`src/rtl/nibble_serial_adder.sv`:
```
// Nibble-serial adder/subtractor: a single 4-bit ripple slice is reused over
// WIDTH/4 cycles, LSB nibble first, to form a WIDTH-bit sum or difference.
module nibble_serial_adder #(
  parameter int WIDTH = 16
) (
  input  logic             clk,
  input  logic             rst,
  input  logic             start,
  input  logic [WIDTH-1:0] A,
  input  logic [WIDTH-1:0] B,
  input  logic             Cin_in,
  input  logic             sub,
  output logic             ready,
  output logic             busy,
  output logic             done,
  output logic [WIDTH-1:0] S,
  output logic             Cout_out,
  output logic             ovf,
  output logic [1:0]       o_dbg_state
);

  localparam int NIBBLES = WIDTH / 4;
  localparam int CW      = (NIBBLES > 1) ? $clog2(NIBBLES) : 1;
  localparam logic [CW-1:0] LAST_NIB = CW'(NIBBLES - 1);

  typedef enum logic [1:0] {
    IDLE = 2'd0,
    RUN  = 2'd1,
    DONE = 2'd2
  } state_t;

  state_t           r_state;
  state_t           w_next;
  logic [WIDTH-1:0] r_a_op;
  logic [WIDTH-1:0] r_b_op;
  logic             r_carry;
  logic [CW-1:0]    r_cnt;

  logic [CW+1:0]    w_lsb;
  logic [3:0]       w_a_nib;
  logic [3:0]       w_b_nib;
  logic [4:0]       w_slice;
  logic [3:0]       w_low;
  logic             w_last;

  // Single 4-bit slice; w_low exposes the carry into bit 3 for overflow.
  assign w_lsb   = {r_cnt, 2'b00};
  assign w_a_nib = r_a_op[w_lsb +: 4];
  assign w_b_nib = r_b_op[w_lsb +: 4];
  assign w_slice = {1'b0, w_a_nib} + {1'b0, w_b_nib} + {4'b0, r_carry};
  assign w_low   = {1'b0, w_a_nib[2:0]} + {1'b0, w_b_nib[2:0]} + {3'b0, r_carry};
  assign w_last  = (r_cnt == LAST_NIB);

  always_ff @(posedge clk) begin
    if (rst) r_state <= IDLE;
    else     r_state <= w_next;
  end

  always_comb begin
    w_next = r_state;
    case (r_state)
      IDLE:    if (start) w_next = RUN;
      RUN:     if (w_last) w_next = DONE;
      DONE:    w_next = IDLE;
      default: w_next = IDLE;
    endcase
  end

  assign ready       = (r_state == IDLE);
  assign busy        = (r_state == RUN);
  assign done        = (r_state == DONE);
  assign o_dbg_state = r_state;

  always_ff @(posedge clk) begin
    if (rst) begin
      r_a_op   <= '0;
      r_b_op   <= '0;
      r_carry  <= 1'b0;
      r_cnt    <= '0;
      S        <= '0;
      Cout_out <= 1'b0;
      ovf      <= 1'b0;
    end else begin
      case (r_state)
        IDLE: begin
          if (start) begin
            // Subtraction is A + ~B + 1; Cin_in is not used in that case.
            r_a_op  <= A;
            r_b_op  <= sub ? ~B : B;
            r_carry <= sub ? 1'b1 : Cin_in;
            r_cnt   <= '0;
          end
        end
        RUN: begin
          S[w_lsb +: 4] <= w_slice[3:0];
          r_carry       <= w_slice[4];
          r_cnt         <= r_cnt + 1'b1;
          if (w_last) begin
            Cout_out <= w_slice[4];
            ovf      <= w_low[3] ^ w_slice[4];
          end
        end
        default: ;
      endcase
    end
  end

endmodule

```
`config.mk`:
```
export PLATFORM = sky130hd
export DESIGN_NAME = nibble_serial_adder
export DESIGN_NICKNAME = d
export VERILOG_FILES = /design/src/rtl/nibble_serial_adder.sv
export SDC_FILE = /design/constraint.sdc
export NUM_CORES = 1
export LEC_CHECK = 0
export CAP_MARGIN = 20
export CORE_MARGIN = 1.5
export CORE_UTILIZATION = 55
export CTS_BUF_LIST = sky130_fd_sc_hd__clkbuf_8
export DETAILED_ROUTE_END_ITERATION = 10
export PLACE_DENSITY = 0.91
export SETUP_SLACK_MARGIN = 0.5
export SYNTH_ARGS = -nofsm -noshare
export SYNTH_HDL_FRONTEND = slang
export SYNTH_SLANG_ARGS = --single-unit
```
`constraint.sdc`:
```
create_clock -name clk -period 4.5 [get_ports clk]
set_clock_uncertainty 0.2 [all_clocks]
set_input_delay 0.675 -clock clk [delete_from_list [all_inputs] [get_ports clk]]
set_output_delay 0.675 -clock clk [all_outputs]
set_load 0.005 [all_outputs]
```
* After elaboration in Yosys (flattened, before gate mapping)
Index checks and enable logic that the tools add are counted.
** Storage, ports and cells
- Flip-flop bits (word level) :: 55
- Bits of input ports :: 37
- Output and inout port bits :: 23
** Operators by class
- Add/subtract/negate cells :: 6
- Equality and inequality tests :: 5
- Shift operators :: 4
- Muxes and demuxes :: 10
- Bitwise operators :: 2
- Reductions and logical operators :: 6
** Operators by type and width (count)
- $shiftx 16x5->4 :: 2
- $bwmux 16 :: 1
- $mux 16 :: 1
- $not 16->16 :: 1
- $shift 4x6->16 const A :: 1
- $shiftx 4x6->16 :: 1
- $pmux 2 s2 :: 2
- $reduce_and 2->1 :: 4
- $mux 2 :: 3
- $neg 4->6 :: 1
- $add 4x4->5 :: 1
- $add 5x1->5 :: 1
- $add 3x3->4 :: 1
- $add 4x1->4 :: 1
- $eq 2x2->1 const B :: 2
- $add 2x1->2 const B :: 1
- $eq 2x1->1 const B :: 1
- $logic_not 2->1 :: 1
- $mux 1 :: 2
- $ne 2x1->1 const B :: 1
- $ne 2x2->1 const B :: 1
- $pmux 1 s2 :: 1
- $reduce_bool 2->1 :: 1
- $xor 1x1->1 :: 1

* Logic depth before layout (Yosys ltp)
- Word-level depth :: 5
- Mapped depth :: 8

* Worst setup path after synthesis
Ideal clock, no wire load.
- Kind :: register to register
- Start :: register r_cnt[0]
- End :: register ovf
- Library setup time :: 91 ps
- Arrival time :: 2812 ps
- Slack :: 1397 ps
- Cell stages (with the launch flop) :: 9
- Path buffers :: 1
- Clock period less this slack :: 3103 ps
- Cell sequence :: dfxtp_1 buf_2 mux4_2 fa_1 fa_1 a21o_1 a21oi_1 xor2_1 a311oi_1
** Between the ends
- Cells in the longest elaborated chain, start to end :: 4
- Elaborated cells on any way between the ends :: 9
- Those cells by class :: add/sub (4); eq/ne (1); shift (2); bitwise (1); reduce/logical (1)
** RTL lines
- from (decl) :: RTL line 37 : logic [CW-1:0] r_cnt;
- from (signal assigned) :: RTL line 97 : r_cnt <= r_cnt + 1'b1;
- $shiftx 16x5->4 (on tied branches) :: RTL line 48, 49
- $add 4x4->5 or $add 3x3->4 (tied branches) :: RTL line 50, 51
- $add 5x1->5 or $add 4x1->4 (tied branches) :: RTL line 50, 51
- $xor 1x1->1 :: RTL line 100 : ovf <= w_low[3] ^ w_slice[4];
- to (signal assigned) :: RTL line 100
- to (decl) :: RTL line 18 : output logic ovf,
Parallel ways exist; a longest one is shown, timed or not.
A chain may end at the register's enable or synchronous reset.

* Final worst setup path
Ends and elaborated chain as after synthesis.

==> results.toml <==
[run_status]
status = "completed"

[clock_tree]
cts_sinks = 55
clock_path_buffers = 2
cts_setup_buffers = 0
htree_levels = 2
cts_root_buf = "clkbuf_8"
cts_hold_buf = 0
insertion_delay_ns = 0.30
cts_tree = "built"
cts_made_buffers = 5
clkSlewWorstSetupHoldPaths_ns = 0.09
cts_resized = 0

[synthesis]
synth-simple-area-share_pct = 17.08
synth-xor-area-share_pct = 6.167
syn_inst = 269
avgSynthCellArea_um2 = 9.503
syn_area_um2 = 2556
synth_compound_area_share_pct = 16.30
synth-seq-cells = 55
ys.flop_type = "dfxtp_1"
synth_top_family_by_area = "simple AND/OR/NAND/NOR gates"
yosys.area_share.adder_pct = 5.972
yosysWarnings = 0
syn_nets = 317
synth_enable_flop_cells = 0
seq_area_frac_synth_pct = 43.07
yosysUniqueCellTypes = 42
synth_mux_area_share_pct = 7.440
ys_async_sr_fraction_pct = 0

[die]
core_um2 = 4414
io_pins = 60
chipHeight_um = 71.18
rows = 24
start_util_pct = 57.91
dieWidth_um = 71.18
dieArea_um2 = 5066

[grt]
antenna_found_initial = 0
grt_pass1_wl_mm = 8.907
grt_max_degree = 57
grt_pass1_vias = 1965
track_usage_pct = 21.95
grt_overflow_total = 0

[worst_setup_path]
end_kind = "flip-flop"
start_kind = "flip-flop"
crit_path_max_incr_delay_ns = 0.88
worstPathRequired_ns = 4.51
crit_arrival_ns = 3.57
crit_path_max_fanout = 15
crit_path_frequent_cell = "fa_1"
crit_type = "reg2reg"
crit_buf_inv = 0
cp_slowest_cell = "dfxtp_1"
crit_chain = "mux4_2, fa_1, fa_1, a21o_1, a21oi_1, xor2_1, a311oi_1"
path_delay_family = "adder cells"

[min_path]
hold_class = "reg2reg"

[timing]
drv_slew = 0
fin_crit_ns = 3.554
fin_ws_ns = 0.9457
worstMarginPinSlew_ns = 0.9392
max_freq_mhz = 281.4
maxSlewHeadroom_pct = 37.39
fin_crit_sh_pct = 78.98
setup_viol = 0
hold_viol_final = 0
rsz0062_at_grt = "no"
setup_tns_ns = 0

[power]
p_per_area_nw_per_um2 = 311.0
ir_worst_vdd_mv = 0.2327
leakagePower_nw = 1.173

[layout]
layout.nets = 367
syn2layout_area_growth_pct = 26.19
layout_commonest_cell = "clkdlybuf4s50_1"
layout_common_cells = "clkdlybuf4s50_1 (58), dfxtp_1 (55), nand2_1 (43), nor2_1 (34), a21oi_1 (25)"
final_util_pct = 73.07
final_layout_size_suffix_gt1_share_pct = 8.125
antenna_cells = 0

[drt]
num_vias = 2103
drtPass1Iterations = 4
drc = 0
postRouteAntennaNets = 0
viasPerCell = 5.653
drtIter0Drc = 215
wl_mm = 5.235
wl_per_cell_um = 14.07

[job]
max-cap-violations = 0

[placed_design]
gp_congestion = 0.7774
io_buffer_count = 59
place_ws_ns = 0.9793
dp_hpwl_mm = 3.788
worst paths after layout:
path	start	endpoint	slack, ns	cells after the start
setup / recovery	r_cnt[0]$_SDFFE_PP0P_	ovf$_SDFFE_PP0P_	0.95	7
hold reg to reg	r_a_op[15]$_SDFFE_PP0P_	r_a_op[15]$_SDFFE_PP0P_	0.26	2
hold / removal	r_a_op[15]$_SDFFE_PP0P_	r_a_op[15]$_SDFFE_PP0P_	0.26	2
setup reg to reg	r_cnt[0]$_SDFFE_PP0P_	ovf$_SDFFE_PP0P_	0.95	7
Yosys cell counts (all sizes together) (2+ instances only):
library cell	instances	area, um^2
dfxtp	55	1101
nand2	44	167.7
nor2	35	133.9
a21oi	25	125.1
a211oi	17	132.6
xnor2	16	140.1
a22oi	12	90.09
buf	9	56.30
ha	9	112.6
clkbuf	8	33.79
mux4	8	180.2
inv	3	11.26
nand3	3	15.01
a311oi	2	17.52
fa	2	40.04
nand2b	2	20.02
xor2	2	17.52
sequential cells by signal (all words and copies together), names as in the netlist:
signal,flops
Cout_out,1
S,16
o_dbg_state,2
ovf,1
r_a_op,16
r_b_op,16
r_carry,1
r_cnt,2
cell families (layout without fill, tap and decap cells):
group,Yosys count,after routing
xor gates and xnor gates,18,18
muxes,9,9
adders and majority gates,11,11
and+or+nand+nor,94,94
buffers and inverters,20,71
AOI/OAI and AO/OA,62,62
DFF,55,55
power by group:
group          switching [W]  internal (W)  total [W]
logic              0.0000947     0.0000975   0.000192
clock network       0.000152      0.000124   0.000276
registers          0.0000220      0.000513   0.000535
total               0.000268      0.000735    0.00100
stage by stage:
stage | instance area (um^2) | total power [W] | std cells | hold WS [ns]
final | 3226 | 0.001003 | 372 | 0.2626
after floorplan | 2556 | 0.0006670 | 269 | 0.2331
after global placement | 3131 | 0.0007300 | 364 | 0.2399
after CTS | 3226 | 0.001007 | 372 | 0.2629
after global routing | 3226 | 0.001050 | 372 | 0.2780
after detailed placement | 3131 | 0.0007373 | 364 | 0.2498
layer usage:
layer / up-vias / part of all wire, % / track usage [%]
met5: - / 0 / 0
met4: 0 / 1.7 / 6.080
met3: 8 / 5.3 / 5.271
met2: 77 / 50 / 36.11
met1: 973 / 43 / 28.94
li1: 1045 / - / -
worst min-delay path, stage by stage, from the launching register on:
cell,delay [ns]
dfxtp_1,0.32
nand2_1,0.05
a21oi_1,0.05
cell type report:
cell class	instances	area (um^2)
Multi-Input combinational cell	194	1360
Timing Repair Buffer	60	593.1
Sequential cell	55	1101
Fill cell	309	1189
Clock inverter	2	12.51
Clock buffer	6	82.58
Inverter	3	11.26
Tap cell	52	65.06
Power figures use the tool's default switching activity.
